<file path="src/rtl/delta_decoder.sv">
// Delta-stream reconstructor: O[n] = O[n-1] + D[n] mod 2^WIDTH, valid/ready both sides.
// Optional signed-overflow flag O_OVF is built when DELTA_DECODER_OVF_EN is defined.
module delta_decoder #(
    parameter int WIDTH = 8
) (
    input  logic             CLK,
    input  logic             ASYNCRESETN,
    input  logic [WIDTH-1:0] I,
    input  logic             I_SYNC,
    input  logic             I_VALID,
    output logic             I_READY,
    output logic [WIDTH-1:0] O,
    output logic             O_VALID,
    input  logic             O_READY,
`ifdef DELTA_DECODER_OVF_EN
    output logic             O_OVF,
`endif
    output logic             ERR
);

    typedef enum logic {
        UNSYNC = 1'b0,
        SYNC   = 1'b1
    } state_t;

    state_t           state_q;
    logic [WIDTH-1:0] acc_q;
    logic [WIDTH-1:0] o_q;
    logic             o_valid_q;
    logic             err_q;
    logic [WIDTH-1:0] sum_d;
    logic             accept;

    // A held beat blocks input unless it drains this same cycle.
    assign I_READY = ~o_valid_q | O_READY;
    assign accept  = I_VALID & I_READY;

    // Carry-out is discarded: modulo 2^WIDTH reconstruction.
    assign sum_d = acc_q + I;

    assign O       = o_q;
    assign O_VALID = o_valid_q;
    assign ERR     = err_q;

    // Sync FSM with registered sample, valid and sticky error.
    always_ff @(posedge CLK or negedge ASYNCRESETN) begin
        if (!ASYNCRESETN) begin
            state_q   <= UNSYNC;
            acc_q     <= '0;
            o_q       <= '0;
            o_valid_q <= 1'b0;
            err_q     <= 1'b0;
        end else if (accept) begin
            unique case (state_q)
                UNSYNC: begin
                    if (I_SYNC) begin
                        acc_q     <= I;
                        o_q       <= I;
                        o_valid_q <= 1'b1;
                        state_q   <= SYNC;
                    end else begin
                        // No reference yet: delta is meaningless, drop it.
                        err_q     <= 1'b1;
                        o_valid_q <= 1'b0;
                    end
                end
                SYNC: begin
                    if (I_SYNC) begin
                        acc_q <= I;
                        o_q   <= I;
                    end else begin
                        acc_q <= sum_d;
                        o_q   <= sum_d;
                    end
                    o_valid_q <= 1'b1;
                end
                default: state_q <= UNSYNC;
            endcase
        end else if (O_READY) begin
            o_valid_q <= 1'b0;
        end
    end

`ifdef DELTA_DECODER_OVF_EN
    logic ovf_q;
    logic ovf_d;

    // Signed overflow: operands agree in sign, result disagrees.
    assign ovf_d = (acc_q[WIDTH-1] == I[WIDTH-1]) &&
                   (sum_d[WIDTH-1] != acc_q[WIDTH-1]);

    assign O_OVF = ovf_q;

    // Overflow flag travels with O; cleared on reference beats.
    always_ff @(posedge CLK or negedge ASYNCRESETN) begin
        if (!ASYNCRESETN) begin
            ovf_q <= 1'b0;
        end else if (accept && (state_q == SYNC || I_SYNC)) begin
            ovf_q <= (state_q == SYNC) && !I_SYNC && ovf_d;
        end
    end
`endif

endmodule
</file>
<file path="config.mk">
export PLATFORM = sky130hd
export DESIGN_NAME = delta_decoder
export DESIGN_NICKNAME = d
export VERILOG_FILES = /design/src/rtl/delta_decoder.sv
export SDC_FILE = /design/constraint.sdc
export NUM_CORES = 1
export LEC_CHECK = 0
export CAP_MARGIN = 20
export CORE_AREA = 2 2 45 47
export CTS_BUF_LIST = sky130_fd_sc_hd__clkbuf_8
export CTS_CLUSTER_DIAMETER = 150
export DETAILED_ROUTE_END_ITERATION = 7
export DIE_AREA = 0 0 47 49
export PLACE_DENSITY_LB_ADDON = 0.12
export SLEW_MARGIN = 40
export SYNTH_ARGS = -nofsm -noshare
export SYNTH_HDL_FRONTEND = slang
export SYNTH_SLANG_ARGS = --single-unit
</file>
<file path="constraint.sdc">
create_clock -name CLK -period 2.8 [get_ports CLK]
set_input_delay 0.42 -clock CLK [delete_from_list [all_inputs] [get_ports CLK]]
set_output_delay 0.42 -clock CLK [all_outputs]
set_load 0.01 [all_outputs]
</file>
# Word-level counts from Yosys, hierarchy flattened
# Index checks and enable logic that the tools add are counted.
# word_totals
ff_bits	11
output_inout_bits	11
wordCells	22
# op_classes
addsub	1
eq_ne	1
n_mux	8
bitwise	5
n_reduce_logical	3
# op_table
operator	count
8-bit two-way mux	2
8-bit case mux with 2 select lines	1
8-bit adder	1
1-bit two-way mux	4
1-bit inverter	3
3-bit AND reduction	1
2-bit != test (second input constant)	1
1-bit case mux with 2 select lines	1
2-bit AND reduction	1
2-bit nonzero test	1
1-bit bitwise AND	1
1-bit bitwise OR	1

# Depth between registers and ports, before layout
# Gate-level depths: netlist of run 1.
# logic_depth
depth_word	4
depth_mapped	8

# Least setup slack after synthesis of run 1
# Ideal clock, no wire load.
# synth_timing
path_type	register to register
start	reg, netlist name O[0]
end	reg o_q[4] (netlist: O[4])
setup_time_ps	76
arrival_time_ps	1721
required_time_ps	2724
slack_ps	1003
stages_incl_launch_ff	9
path_buffers	0
period_less_slack_ps	1797
cell_sequence	dfrtp_1 ha_1 inv_1 fa_1 nor2b_4 o21ai_0 a2111oi_2 a21oi_1 o21ai_1
# synth_rtl
element	line_no	text
end signal: assignment	73	o_q <= sum_d;
end: declaration	28	logic [WIDTH-1:0] o_q;

# Worst setup path after layout of run 1
# layout_timing
start	in I[0]
end	reg o_q[4] (netlist: O[4])
# layout_via
elab_chain_len	3
# layout_rtl
element	line_no	text
start: declaration	8	input logic [WIDTH-1:0] I,
8-bit adder	39	assign sum_d = acc_q + I;
8-bit two-way mux	68	if (I_SYNC) begin
8-bit case mux with 2 select lines	54	unique case (state_q)
# No other way between the ends.
# A chain may end at the register's enable or synchronous reset.

==> out/metrics.csv, run 1 <==
metric,value,unit
Synth cell types,35,
Die Width,47,um
diode count,0,
Ports,24,
post-route ant nets,0,
share of the synthesized area in the top cell type,32.2,%
fmax,465,MHz
post-synthesis sequential area ratio,32.2,%
vias in the first global route,815,
total grt overflow,0,
CP arrival,2.32,ns
Remaining DRCs,0,
latest clock arrival within the worst-skew pair,0.25,ns
type of the worst setup path,in -> reg,
all-layer global routing usage,22.7,%
final hold viol count,0,
CTS Buffer Depth,2,
die height,49,um
buffer count from post-CTS setup fixing,0,
total of max-cap violations,0,
fin nets,146,
fin crit period,2.15,ns
first-pass GRT wire length,3660,um
met1 usage,30.7,%
final wirelength,2130,um
CP Capture Type,flop,
"slowest stage delay, CP",0.50,ns
crit-path cells,clkdlybuf4s50_1 -> ha_1 -> inv_1 -> fa_1 -> nor2b_4 -> o21ai_0 -> a2111oi_2 -> a21oi_1 -> o21ai_1,
area grow syn2layout,34.1,%
global placer's final weighted congestion,0.869,
Max VDD drop,0.000375,V
"CTS clk-pin slew, worst paths",0.06,ns
Fin Setup TNS,0,ns
outcome,finished clean,
Slew @ Worst Pin,0.561,ns
"top cells by area, synth","dfrtp_1 32%, ha_1 10%, nand2_1 6.1%, o21ai_0 5.3%, a21oi_1 4.7%",
DRT iter0 DRCs,11,
Power Density,693,mW/mm2
Synth Net Count,122,
Post-Synthesis Cells,101,
Starting Density,46.4,%
CTS Hold Buffers Added,0,
Pwr Total,0.000795,W
top-count cell post-synth,nand2_1,
Synth async-reset ratio,100,%
Synth Area per Inst,8.46,um2
Post-CTS Resized,0,
initial antenna violation count,0,
hold crit path type,reg -> reg,
FP Rows,16,
CP Data Required Time,2.97,ns
clock sink total,11,
Synth warnings,0,
leakage power,0.507,nW
Max Clock Skew,0.00126,ns
crit path buf inv count,2,
Critical Path Start Type,input port,
Fin Hold WS,0.453,ns
vias post-DR,834,
largest net degree at the start of global routing,14,
drt pass-1 iters,4,
Clock Root Buffer,clkbuf_8,
leading area contributor after synthesis,dfrtp_1,
CTS tree,done,
Inserted Clock Buffers,3,
slew margin rel.,62.5,%
dominant synthesized flop cell,dfrtp_1,
fin crit share,76.8,%
RSZ-0062 raised after global routing,false,
met2 usage,32.4,%
Final setup viols,0,
I/O Buffers,23,
Slew Limit Fails,0,
htree depth,1,
Synth top cells by count,"14 x nand2_1, 11 x dfrtp_1, 9 x o21ai_0, 8 x a21oi_1, 8 x nor2_1",
GRT met3 Usage,5.19,%
#FFs+latches synth,11,
Post-synth EDFFs,0,
Synth Cell Area,855,um2
total core area,0.00184,mm2
die area,0.00230,mm2
"slowest stage cell, crit path",clkdlybuf4s50_1,
share of cells above drive strength 1,6.45,%
Top delay family on crit path,compound AO/OA/AOI/OAI gates,
most used routing layer in global routing,met2,
CP Max Fanout,2,
WL/cell,14.1,um
via/cell ratio,5.52,
post-detail-place hpwl,1560,um
worst register-to-register path, delay by kind of cell, from the launching register on:
kind	cells	cell delay (ns)
buffers and inverters	1	0.05
AND/OR/NAND/NOR	1	0.13
AO/OA/AOI/OAI	4	0.61
flip-flops	1	0.39
adder cells (fa/ha/maj)	2	0.62
cell usage in the layout (no fill, tap or decap), types with 2 or more instances in the layout:
cell / n
a21o_1: 3
nand2_1: 14
clkdlybuf4s50_1: 23
inv_1: 5
clkbuf_8: 3
dfrtp_1: 11
xnor2_1: 3
nand3_1: 3
a22oi_1: 4
o21ai_0: 9
and3_1: 2
o22ai_1: 2
a21oi_1: 8
nor2_1: 8
ha_1: 7
where the power goes:
group | internal [W] | switching [W] | total [W] | leakage (nW)
sequential | 0.000196 | 0.0000387 | 0.000235 | 0.127
combinational | 0.000212 | 0.000173 | 0.000386 | 0.352
clock | 0.0000974 | 0.0000765 | 0.000174 | 0.0269
total | 0.000506 | 0.000289 | 0.000795 | 0.507
layout make-up:
cell class	instances	area, um2
clock buffer	3	41.3
clock inverter	1	3.75
fill	171	696
inverter	4	15.0
multi-input combinational	82	547
sequential	11	275
tap	27	33.8
timing repair buffer	23	230
stage by stage:
stage | instances | area (um2) | worst slack, ns | util, %
after floorplan | 101 | 855 | 1.00 | -
after global placement | 147 | 1100 | 0.429 | 59.8
after detailed placement | 147 | 1100 | 0.396 | 59.8
after CTS | 151 | 1150 | 0.637 | 62.2
after global routing | 151 | 1150 | 0.553 | 62.2
final | 151 | 1150 | 0.649 | 62.2
sequential cells by signal, summed over array words and instances, names as in the netlist:
register and cells:
O 8, ERR 1, O_VALID 1, state_q 1
cells by family (layout without fill, tap and decap cells):
kind of cell,count (synthesis),after routing,synth area share [%]
AO/OA/AOI/OAI,34,34,25.3
flip-flops,11,11,32.2
buffers and inverters,8,31,3.81
XOR/XNOR,4,4,4.10
adder cells (fa/ha/maj),8,8,12.6
AND/OR/NAND/NOR,36,36,22.0
path summary, 6_finish.rpt:
| check | from | endpoint | slack, ns | cells after the start |
|---|---|---|---|---|
| max in group asynchronous | ASYNCRESETN | O[4] | 1.90 | 1 |
| setup / recovery | I[0] | O[4] | 0.65 | 9 |
| hold reg to reg | ERR | ERR | 0.45 | 1 |
| hold / removal | ERR | ERR | 0.45 | 1 |
| setup reg to reg | O[0] | O[4] | 0.91 | 8 |
| min in group asynchronous | ASYNCRESETN | O[2] | 0.53 | 1 |
layer usage:
| metal | wire [um] | up-vias |
|---|---|---|
| met5 | 0 | - |
| met4 | 50 | 0 |
| met3 | 132 | 5 |
| met2 | 976 | 29 |
| met1 | 966 | 394 |
| li1 | - | 406 |
(Power assumes the default switching activity.)
==> run 2, diff against run 1 <==
Settings changed: CORE_AREA 2 2 45 47 to 2 2 48 50, DIE_AREA 0 0 47 49 to 0 0 50 52.
Clock period 2.8 ns to 1.83 ns, I/O delays scaled along.
==> run 2 against run 1 <==
  * Power increased by 73%
  * Cell count increased by 11%
  * Design area increased by 15%
  * Critical endpoint is now O[7]
  * Largest cell class unchanged
  * Highest routed layer unchanged
  * Die area increased by 13%
==> out/metrics.csv, run 2 (synthesis gave the netlist of run 1 again) <==
metric,value,unit,change
Max VDD drop,0.000690,V,was 0.000375 V
CP Capture Type,flop,,unchanged
WL/cell,14.0,um,was 14.1 um
CTS Hold Buffers Added,0,,unchanged
Slew Limit Fails,0,,unchanged
Die Width,50,um,was 47 um
R2R depth,8,,unchanged
final hold viol count,0,,unchanged
area grow syn2layout,54.5,%,was 34.1%
final wirelength,2350,um,was 2130 um
Pwr Total,0.00137,W,was 0.000795 W
clock sink total,11,,unchanged
multi-input logic area,598,um2,was 547 um2
final instance area,0.00132,mm2,was 0.00115 mm2
CTS Buffer Depth,2,,unchanged
DRT iter0 DRCs,24,,was 11
post-route ant nets,0,,unchanged
type of the worst setup path,in -> reg,,unchanged
slew margin rel.,62.7,%,was 62.5%
Slew @ Worst Pin,0.557,ns,was 0.561 ns
initial antenna violation count,0,,unchanged
Reg area,275,um2,unchanged
CTS tree,done,,unchanged
vias post-DR,889,,was 834
leakage power,0.596,nW,was 0.507 nW
hold crit path type,in -> async,,was reg -> reg
fmax,571,MHz,
latest clock arrival within the worst-skew pair,0.24,ns,was 0.25 ns
all-layer global routing usage,19.1,%,was 22.7%
CP Data Required Time,1.94,ns,was 2.97 ns
Critical Path Start Type,input port,,unchanged
I/O Buffers,23,,unchanged
total of max-cap violations,0,,unchanged
die height,52,um,was 49 um
drt pass-1 iters,5,,was 4
global placer's final weighted congestion,0.841,,was 0.869
RSZ-0062 raised after global routing,true,,was false
crit-path cells,clkdlybuf4s50_1 -> ha_4 -> a21oi_2 -> nand2_1 -> a21oi_2 -> a21oi_1 -> or3_1,,was clkdlybuf4s50_1 -> ha_1 -> inv_1 -> fa_1 -> nor2b_4 -> o21ai_0 -> a2111oi_2 -> a21oi_1 -> o21ai_1
Power Density,1040,mW/mm2,was 693 mW/mm2
largest net degree at the start of global routing,12,,was 14
Crit path top cell by count,a21oi_2,,
CP arrival,1.86,ns,was 2.32 ns
fill cell count,181,,was 171
Remaining DRCs,0,,unchanged
Starting Density,40.6,%,was 46.4%
via/cell ratio,5.29,,was 5.52
total core area,0.00211,mm2,was 0.00184 mm2
most frequent cells in the layout,"21 x clkdlybuf4s50_1, 16 x buf_4, 14 x nand2_1",,"was 23 x clkdlybuf4s50_1, 14 x nand2_1, 11 x dfrtp_1"
Inserted Clock Buffers,3,,unchanged
GRT met3 Usage,2.59,%,was 5.19%
post-detail-place hpwl,1710,um,was 1560 um
die area,0.00260,mm2,was 0.00230 mm2
Largest register FFs,8,,unchanged
placed cell area,0.00121,mm2,was 0.00110 mm2
crit path buf inv count,1,,was 2
FP Rows,17,,was 16
total stage count of the critical path,7,,was 9
Top delay family on crit path,buffers and inverters,,was compound AO/OA/AOI/OAI gates
diode count,0,,unchanged
fin crit share,95.7,%,
"CTS clk-pin slew, worst paths",0.06,ns,about the same
Final setup viols,0,,unchanged
Ports,24,,unchanged
"slowest stage cell, crit path",clkdlybuf4s50_1,,unchanged
most used routing layer in global routing,met2,,unchanged
first-pass GRT wire length,3730,um,was 3660 um
"slowest stage delay, CP",0.52,ns,was 0.50 ns
met1 usage,23.5,%,was 30.7%
fin crit period,1.75,ns,
htree depth,1,,unchanged
"most common cell after layout, fill and taps aside",clkdlybuf4s50_1,,unchanged
vias in the first global route,868,,was 815
fin nets,162,,was 146
Max Clock Skew,0.00298,ns,was 0.00126 ns
CP Max Fanout,4,,was 2
Clock Root Buffer,clkbuf_8,,unchanged
total grt overflow,0,,unchanged
share of cells above drive strength 1,25.0,%,was 6.45%
reg2reg setup slack,0.08,ns,was 0.91 ns
met2 usage,33.8,%,was 32.4%
outcome,finished clean,,unchanged
==> run 2: worst paths after layout <==
| path | from | to |
|---|---|---|
| worst max-delay path | I[2] | O[7] |
| worst min-delay path | ASYNCRESETN | O[1] |
| worst max register to register | O[0] | O[4] |
| worst min register to register | ERR | ERR |
| max in group asynchronous | ASYNCRESETN | ERR |
| min in group CLK | I[0] | O[0] |
==> run 2: repair_timing <==
item | CTS | global route
gates resized for setup | 6 | 9
cloned | 0 | 0
endpoints found under the hold margin | 0 | 0
buffers inserted | 2 | 0
endpoints found under the setup margin | 4 | 4
pin swaps | 5 | 4
==> run 2: area by class of cell <==
cell class | instances | share of cell area (%)
clock buffer | 3 | 3.13
clock inverter | 1 | 0.284
tap | 28 | 2.65
inverter | 4 | 1.14
timing repair buffer | 39 | 26.6
multi-input combinational | 82 | 45.3
sequential | 11 | 20.9
==> run 2: metrics by stage <==
| stage | worst slack [ns] | hold slack (ns) | utilization (%) | instances | setup TNS (ns) |
|---|---|---|---|---|---|
| after global routing | -0.0419 | 0.425 | 62.7 | 168 | -0.0445 |
| after CTS | 0.0166 | 0.412 | 61.4 | 168 | 0 |
| after floorplan | 0.0329 | -0.0211 | - | 101 | 0 |
| after detailed placement | -0.397 | 0.450 | 57.3 | 162 | -1.73 |
| final | 0.0789 | 0.397 | 62.7 | 168 | 0 |
| after global placement | -0.358 | 0.439 | 57.3 | 162 | -1.64 |
==> run 2: where the power goes <==
part / leakage [nW] / internal, W / switching, W
Combinational: 0.442 / 0.000450 / 0.000315
Clock: 0.0269 / 0.000148 / 0.0000978
Sequential: 0.127 / 0.000300 / 0.0000617
==> run 2: layer usage <==
metal	routed length, um	vias to the layer above
met5	0	-
met2	1190	20
met3	77	2
li1	-	441
met1	1080	426
met4	9	0
==> run 3, diff against run 2 <==
Settings changed: SLEW_MARGIN 40 to unset.
==> results of run 3 <==
The final DEF is identical to that of run 2; final timing and power are the same.
